--- config.mk ---
export PLATFORM = sky130hd
export DESIGN_NAME = id_stage_branch_flat
export DESIGN_NICKNAME = d
export VERILOG_FILES = /design/src/rtl/id_stage_branch_if.sv /design/src/rtl/id_stage_branch.sv /design/src/flat_wrapper.sv
export SDC_FILE = /design/constraint.sdc
export NUM_CORES = 2
export LEC_CHECK = 0
export CELL_PAD_IN_SITES_DETAIL_PLACEMENT = 0
export CELL_PAD_IN_SITES_GLOBAL_PLACEMENT = 2
export CORE_ASPECT_RATIO = 1.25
export CORE_UTILIZATION = 30
export CTS_BUF_LIST = sky130_fd_sc_hd__clkbuf_4 sky130_fd_sc_hd__clkbuf_8
export CTS_CLUSTER_DIAMETER = 100
export DETAILED_ROUTE_END_ITERATION = 8
export PLACE_DENSITY = 0.51
export SLEW_MARGIN = 10
export SYNTH_ARGS = -nofsm -noshare
export SYNTH_HDL_FRONTEND = slang
export SYNTH_SLANG_ARGS = --single-unit
--- constraint.sdc ---
create_clock -name clk -period 10.81 [get_ports clk]
set_input_delay 1.6215 -clock clk [delete_from_list [all_inputs] [get_ports clk]]
set_output_delay 1.6215 -clock clk [all_outputs]
set_load 0.005 [all_outputs]
--- src/rtl/id_stage_branch_if.sv ---
// Fetch/writeback <-> decode bundle for id_stage_branch.
// master = fetch/writeback/EX side, slave = the decode stage itself.
interface id_stage_branch_if #(
    parameter int DATA_W = 64,
    parameter int PC_W   = 9
);
    logic [31:0]       instr;
    logic              br1;
    logic [PC_W-1:0]   branch_target;
    logic              wb_en;
    logic [4:0]        wb_addr;
    logic [DATA_W-1:0] wb_data;
    logic              ex_valid;
    logic [5:0]        ex_opcode;
    logic [4:0]        ex_rd;
    logic [DATA_W-1:0] ex_rs1_data;
    logic [DATA_W-1:0] ex_rs2_data;
    logic [DATA_W-1:0] ex_imm;
    logic              ex_reg_we;
    logic              ex_mem_re;
    logic              ex_mem_we;

    modport master (
        output instr, wb_en, wb_addr, wb_data,
        input  br1, branch_target,
        input  ex_valid, ex_opcode, ex_rd, ex_rs1_data, ex_rs2_data, ex_imm,
        input  ex_reg_we, ex_mem_re, ex_mem_we
    );

    modport slave (
        input  instr, wb_en, wb_addr, wb_data,
        output br1, branch_target,
        output ex_valid, ex_opcode, ex_rd, ex_rs1_data, ex_rs2_data, ex_imm,
        output ex_reg_we, ex_mem_re, ex_mem_we
    );
endinterface

--- src/rtl/id_stage_branch.sv ---
// Decode stage with branch resolution, 32-entry register file and ID/EX register.
// Optional macro WB_BYPASS_EN forwards same-cycle writeback data to register reads.
module id_stage_branch #(
    parameter int DATA_W = 64,
    parameter int PC_W   = 9
) (
    input  logic              clk,
    input  logic              rst,
    id_stage_branch_if.slave  bus
);
    localparam logic [5:0] OP_ADD   = 6'h01;
    localparam logic [5:0] OP_SUB   = 6'h02;
    localparam logic [5:0] OP_LOAD  = 6'h20;
    localparam logic [5:0] OP_STORE = 6'h21;
    localparam logic [5:0] OP_J     = 6'h10;
    localparam logic [5:0] OP_BEQ   = 6'h11;
    localparam logic [5:0] OP_BNE   = 6'h12;

    typedef enum logic [1:0] {
        WARM   = 2'd0,
        RUN    = 2'd1,
        SQUASH = 2'd2
    } state_t;

    state_t state_q, state_d;

    logic [DATA_W-1:0] rf [32];

    logic [5:0]        opcode;
    logic [4:0]        rd_idx;
    logic [4:0]        rd_addr [2];
    logic [DATA_W-1:0] rd_data [2];
    logic [DATA_W-1:0] imm_sext;
    logic              operands_eq;
    logic              is_j, is_beq, is_bne;
    logic              dec_reg_we, dec_mem_re, dec_mem_we;
    logic              br1;

    logic              ex_valid_q, ex_valid_d;
    logic [5:0]        ex_opcode_q, ex_opcode_d;
    logic [4:0]        ex_rd_q, ex_rd_d;
    logic [DATA_W-1:0] ex_rs1_q, ex_rs1_d;
    logic [DATA_W-1:0] ex_rs2_q, ex_rs2_d;
    logic [DATA_W-1:0] ex_imm_q, ex_imm_d;
    logic              ex_reg_we_q, ex_reg_we_d;
    logic              ex_mem_re_q, ex_mem_re_d;
    logic              ex_mem_we_q, ex_mem_we_d;

    assign opcode     = bus.instr[31:26];
    assign rd_idx     = bus.instr[25:21];
    assign rd_addr[0] = bus.instr[20:16];
    assign rd_addr[1] = bus.instr[15:11];
    assign imm_sext   = {{(DATA_W-16){bus.instr[15]}}, bus.instr[15:0]};

    // Register file contents are intentionally not reset; r0 is forced to zero on read.
    always_ff @(posedge clk) begin
        if (bus.wb_en && (bus.wb_addr != 5'd0)) begin
            rf[bus.wb_addr] <= bus.wb_data;
        end
    end

    genvar gi;
    generate
        for (gi = 0; gi < 2; gi++) begin : g_rd_port
`ifdef WB_BYPASS_EN
            assign rd_data[gi] = (rd_addr[gi] == 5'd0) ? '0 :
                                 (bus.wb_en && (bus.wb_addr == rd_addr[gi])) ? bus.wb_data :
                                 rf[rd_addr[gi]];
`else
            assign rd_data[gi] = (rd_addr[gi] == 5'd0) ? '0 : rf[rd_addr[gi]];
`endif
        end
    endgenerate

    always_comb begin
        is_j        = (opcode == OP_J);
        is_beq      = (opcode == OP_BEQ);
        is_bne      = (opcode == OP_BNE);
        dec_reg_we  = (opcode == OP_ADD) || (opcode == OP_SUB) || (opcode == OP_LOAD);
        dec_mem_re  = (opcode == OP_LOAD);
        dec_mem_we  = (opcode == OP_STORE);
        operands_eq = (rd_data[0] == rd_data[1]);
    end

    // Only a live RUN slot may redirect fetch; WARM/SQUASH words are stale.
    assign br1 = !rst && (state_q == RUN) &&
                 (is_j || (is_beq && operands_eq) || (is_bne && !operands_eq));

    assign bus.br1           = br1;
    assign bus.branch_target = bus.instr[PC_W-1:0];

    always_comb begin
        state_d = state_q;
        case (state_q)
            WARM:    state_d = RUN;
            RUN:     state_d = br1 ? SQUASH : RUN;
            SQUASH:  state_d = RUN;
            default: state_d = WARM;
        endcase
    end

    always_comb begin
        ex_valid_d  = 1'b0;
        ex_opcode_d = '0;
        ex_rd_d     = '0;
        ex_rs1_d    = '0;
        ex_rs2_d    = '0;
        ex_imm_d    = '0;
        ex_reg_we_d = 1'b0;
        ex_mem_re_d = 1'b0;
        ex_mem_we_d = 1'b0;
        if (state_q == RUN) begin
            ex_valid_d  = 1'b1;
            ex_opcode_d = opcode;
            ex_rd_d     = rd_idx;
            ex_rs1_d    = rd_data[0];
            ex_rs2_d    = rd_data[1];
            ex_imm_d    = imm_sext;
            ex_reg_we_d = dec_reg_we;
            ex_mem_re_d = dec_mem_re;
            ex_mem_we_d = dec_mem_we;
        end
    end

    always_ff @(posedge clk) begin
        if (rst) begin
            state_q     <= WARM;
            ex_valid_q  <= 1'b0;
            ex_opcode_q <= '0;
            ex_rd_q     <= '0;
            ex_rs1_q    <= '0;
            ex_rs2_q    <= '0;
            ex_imm_q    <= '0;
            ex_reg_we_q <= 1'b0;
            ex_mem_re_q <= 1'b0;
            ex_mem_we_q <= 1'b0;
        end else begin
            state_q     <= state_d;
            ex_valid_q  <= ex_valid_d;
            ex_opcode_q <= ex_opcode_d;
            ex_rd_q     <= ex_rd_d;
            ex_rs1_q    <= ex_rs1_d;
            ex_rs2_q    <= ex_rs2_d;
            ex_imm_q    <= ex_imm_d;
            ex_reg_we_q <= ex_reg_we_d;
            ex_mem_re_q <= ex_mem_re_d;
            ex_mem_we_q <= ex_mem_we_d;
        end
    end

    assign bus.ex_valid    = ex_valid_q;
    assign bus.ex_opcode   = ex_opcode_q;
    assign bus.ex_rd       = ex_rd_q;
    assign bus.ex_rs1_data = ex_rs1_q;
    assign bus.ex_rs2_data = ex_rs2_q;
    assign bus.ex_imm      = ex_imm_q;
    assign bus.ex_reg_we   = ex_reg_we_q;
    assign bus.ex_mem_re   = ex_mem_re_q;
    assign bus.ex_mem_we   = ex_mem_we_q;
endmodule

--- src/flat_wrapper.sv ---
// flat-port wrapper written by rule: the top's interface ports become plain ports
module id_stage_branch_flat 
#(
    parameter int DATA_W = 64,
    parameter int PC_W   = 9
)
  (clk, rst, bus_instr, bus_wb_en, bus_wb_addr, bus_wb_data, bus_br1, bus_branch_target, bus_ex_valid, bus_ex_opcode, bus_ex_rd, bus_ex_rs1_data, bus_ex_rs2_data, bus_ex_imm, bus_ex_reg_we, bus_ex_mem_re, bus_ex_mem_we);
  id_stage_branch_if #(.DATA_W(DATA_W), .PC_W(PC_W)) bus_i ();
  input  logic clk;
  input  logic rst;
  input wire logic [$bits(bus_i.instr)-1:0] bus_instr;
  input wire logic [$bits(bus_i.wb_en)-1:0] bus_wb_en;
  input wire logic [$bits(bus_i.wb_addr)-1:0] bus_wb_addr;
  input wire logic [$bits(bus_i.wb_data)-1:0] bus_wb_data;
  output wire logic [$bits(bus_i.br1)-1:0] bus_br1;
  output wire logic [$bits(bus_i.branch_target)-1:0] bus_branch_target;
  output wire logic [$bits(bus_i.ex_valid)-1:0] bus_ex_valid;
  output wire logic [$bits(bus_i.ex_opcode)-1:0] bus_ex_opcode;
  output wire logic [$bits(bus_i.ex_rd)-1:0] bus_ex_rd;
  output wire logic [$bits(bus_i.ex_rs1_data)-1:0] bus_ex_rs1_data;
  output wire logic [$bits(bus_i.ex_rs2_data)-1:0] bus_ex_rs2_data;
  output wire logic [$bits(bus_i.ex_imm)-1:0] bus_ex_imm;
  output wire logic [$bits(bus_i.ex_reg_we)-1:0] bus_ex_reg_we;
  output wire logic [$bits(bus_i.ex_mem_re)-1:0] bus_ex_mem_re;
  output wire logic [$bits(bus_i.ex_mem_we)-1:0] bus_ex_mem_we;
  assign bus_i.instr = bus_instr;
  assign bus_i.wb_en = bus_wb_en;
  assign bus_i.wb_addr = bus_wb_addr;
  assign bus_i.wb_data = bus_wb_data;
  assign bus_br1 = bus_i.br1;
  assign bus_branch_target = bus_i.branch_target;
  assign bus_ex_valid = bus_i.ex_valid;
  assign bus_ex_opcode = bus_i.ex_opcode;
  assign bus_ex_rd = bus_i.ex_rd;
  assign bus_ex_rs1_data = bus_i.ex_rs1_data;
  assign bus_ex_rs2_data = bus_i.ex_rs2_data;
  assign bus_ex_imm = bus_i.ex_imm;
  assign bus_ex_reg_we = bus_i.ex_reg_we;
  assign bus_ex_mem_re = bus_i.ex_mem_re;
  assign bus_ex_mem_we = bus_i.ex_mem_we;
  id_stage_branch #(.DATA_W(DATA_W), .PC_W(PC_W)) u_core (.clk(clk), .rst(rst), .bus(bus_i));
endmodule
==> run metrics <==
critical path required time between 9 and 10 ns; Netlist cell types 82; RSZ-0062 raised after global routing false; I/O pins 321; final setup fails 0; Seq cells post-synth 2209; 1st-iter DRT viols 5980; Post-synth ARST share 0%; Vias 60414; biggest area consumer among synthesized cells edfxtp_1; Max transition margin 8.11%; largest family of logic cells by synthesized area multiplexers; Synth Area in Compound Gates 3.67%; Worst setup EP type primary output; Clock Skews 0.0871 ns; Root Buffer clkbuf_8; Total GRT Usage 25.1%; prevailing post-synth register cell edfxtp_1; Post-Synth XOR/XNOR Area 0.488%; clk_lat worst skew between 1 and 1.5 ns; hold buffer count at cts 0; row count ~240; Power Dens Cells 167 nW/µm²; GRT busiest layer met2; P_int 14.6 mW; WL per Instance 40.5 µm; met1 Use GR ~33%; sequential-to-total area share from yosys stat 64.4%; Sum Neg Setup Slack 0 ns; vias in the first global route 62684; TritonCTS clock tree done; port bufs 320; Max VDD drop 0.123 mV; first-pass GRT wire length 573000 µm; switching part of the total 25.5%; worst slew pin tran 1.38 ns; Avg Inst Size Synth about 19 µm²; Post-synth EDFFs 2048; Clk pwr share between 40% and 50%; Final Instance Area 117000 µm²; TritonCTS buffer count 397; clock sinks 2209; Max clock buf depth 4; hpwl dp roughly 250000 µm; Initial Util 30.2%; max cap viols 0; nets 6019; die area 337000 µm²; number of post-CTS setup repair buffers 0; Routed WL 432000 µm; crit path DAT 8.67 ns; Critical Path Start Type primary input; Area Growth Syn to Fin 16.6%; Hold Path Class register to register; Fin. Hold Viols 0; H-tree depth 5; Leak 38.0 nW; synthesized cell area 101000 µm²; Synth top area share 61.2%; Die W 520 µm; Routed Antenna Nets 0; status finished, final reports clean; Simple-Gate Fraction of Synth Area 3.29%; Residual DRC 0; total core area 333000 µm²; Post-DP Area ~110000 µm²; part of the power in registers between 40% and 50%; grt total ovfl 0; Pins Over Slew Limit 0; Tcrit/Tclk final between 90% and 100%; Synth area leaders edfxtp_1 (61%), mux4_2 (19%), mux2i_1 (4.2%); post-route minimum period about 10 ns; sw power 5.00 mW; largest net degree at the start of global routing 91; clock-pin slew on the worst setup and hold paths about 0.06 ns; share of layout cells above drive strength 1 30.3%; post_cts resized 0; post-synthesis mux area share 25.2%; Post-Synth Adder-Cell Area 0%; combinational share of power 10.2%; GPL Wtd Cong 0.801; fin cells 10662; initial antenna violation count 55; Ys Warns 0; # placed instances around 9900; f_max 97.2 MHz; via/cell ratio 5.67; GRT met2 Usage between 40% and 50%; drt first pass iters 7; met3 Use GR 3.98%; Post-Syn Instances 5324; CP max FO 55; chip height 649 µm; CP Class primary input to primary output
==> Yosys cell counts, types with 16 or more instances <==
| cell | n |
|---|---|
| a211oi_1 | 16 |
| a21oi_1 | 100 |
| a221oi_1 | 35 |
| a22o_1 | 20 |
| a22oi_1 | 153 |
| a31oi_1 | 23 |
| and2_1 | 56 |
| buf_1 | 25 |
| buf_2 | 119 |
| buf_4 | 129 |
| buf_6 | 75 |
| clkbuf_1 | 81 |
| dfxtp_1 | 161 |
| edfxtp_1 | 2048 |
| mux2_2 | 32 |
| mux2i_1 | 424 |
| mux4_1 | 41 |
| mux4_2 | 867 |
| nand2_1 | 211 |
| nand2b_1 | 20 |
| nand3_1 | 69 |
| nand4_1 | 17 |
| nor2_1 | 212 |
| nor2b_1 | 31 |
| nor3_1 | 16 |
| nor4_1 | 16 |
| o21ai_0 | 42 |
| o22ai_1 | 66 |
| xnor2_1 | 25 |
| xor2_1 | 31 |
==> layout by cell type (no fill, tap or decap), types with 10 or more instances in the layout <==
cell type        instances
edfxtp_1              2048
mux4_2                 867
mux2i_1                424
clkbuf_8               424
clkdlybuf4s50_1        308
buf_4                  214
nand2_1                211
nor2_1                 177
dfxtp_1                161
a22oi_1                153
clkbuf_4               140
a21oi_1                 98
clkinv_1                78
nand3_1                 69
o22ai_1                 66
conb_1                  64
and2_1                  54
mux4_1                  41
o21ai_0                 41
clkinv_2                40
buf_12                  39
a221oi_1                35
nor2_4                  33
mux2_2                  32
xor2_1                  31
xnor2_1                 24
a31oi_1                 23
nor2b_1                 20
a22o_1                  20
diode_2                 17
nand4_1                 17
nand2b_1                16
a211oi_1                16
nor3_1                  15
nor4_1                  15
o211ai_1                15
and3_1                  13
bufinv_16               12
o221ai_1                10
clkinvlp_4              10
==> sequential cells by signal, summed over array words and instances, names as in the netlist <==
register	flops
u_core.bus.ex_imm	16
u_core.bus.ex_mem_re	1
u_core.bus.ex_mem_we	1
u_core.bus.ex_opcode	6
u_core.bus.ex_rd	5
u_core.bus.ex_reg_we	1
u_core.bus.ex_rs1_data	64
u_core.bus.ex_rs2_data	64
u_core.bus.ex_valid	1
u_core.rf	2048
u_core.state_q	2
==> worst max-delay path: stages <==
cell,delay (ns)
buf_8,0.42
buf_4,0.74
buf_4,0.58
mux4_2,0.51
o22ai_1,0.49
o22ai_1,0.19
a21oi_1,0.27
xor2_1,0.11
a2111oi_0,1.08
nand4_1,0.44
nand4b_1,0.58
buf_4,0.29
o21a_1,0.17
nor4_1,0.29
buf_4,0.16
clkdlybuf4s50_1,0.49
==> metal layers <==
metal | wire length, µm | up-vias
met3 | 26100 | 538
met2 | 213000 | 2541
met1 | 179000 | 33749
met4 | 13300 | 18
met5 | 132 | -
li1 | - | 23568
==> final cells by class <==
cell class	count	area (µm²)
clock inverter	144	972
inverter	12	58.8
timing repair buffer	570	5580
sequential	2209	64700
clock buffer	564	6890
multi-input combinational	2725	33400
tap	4421	5530
fill	31512	216000
antenna	17	42.5
==> power groups by stage <==
stage               Sequential, mW  Clock, mW  Combinational (mW)
global placement              9.72          0                2.02
floorplan                     9.71          0                1.04
CTS                           9.55       8.24                2.02
detailed placement            9.73          0                2.02
global route                  9.56       8.55                2.07
finish                        9.55       8.04                2.00
==> cell families after synthesis <==
group                  after synthesis
flip-flops                        2209
AO/OA/AOI/OAI                      534
other                                1
AND/OR/NAND/NOR                    703
XOR/XNOR                            56
multiplexers                      1368
buffers and inverters              453
==> per-stage QoR <==
step | setup WS, ns | total power [mW] | hold slack (ns) | util [%]
after floorplan | 4.33 | 10.7 | 0.493 | -
after global placement | 0.347 | 11.7 | 0.515 | 32.8
after detailed placement | 0.321 | 11.7 | 0.528 | 32.8
after CTS | 0.297 | 19.8 | 0.540 | 35.2
after global routing | 0.452 | 20.2 | 0.576 | 35.2
final | 0.518 | 19.6 | 0.533 | 35.2
==> path summary, 6_finish.rpt <==
| kind | start | depth (start not counted) | to | slack [ns] |
|---|---|---|---|---|
| setup reg to reg | u_core.rf[15][56] | 12 | u_core.state_q[0] | 5.49 |
| setup / recovery | bus_instr[18] | 16 | bus_br1 | 0.52 |
| hold / removal | u_core.state_q[0] | 2 | u_core.state_q[0] | 0.53 |
| hold reg to reg | u_core.state_q[0] | 2 | u_core.state_q[0] | 0.53 |
No activity file was read; power rests on OpenSTA's default activity.
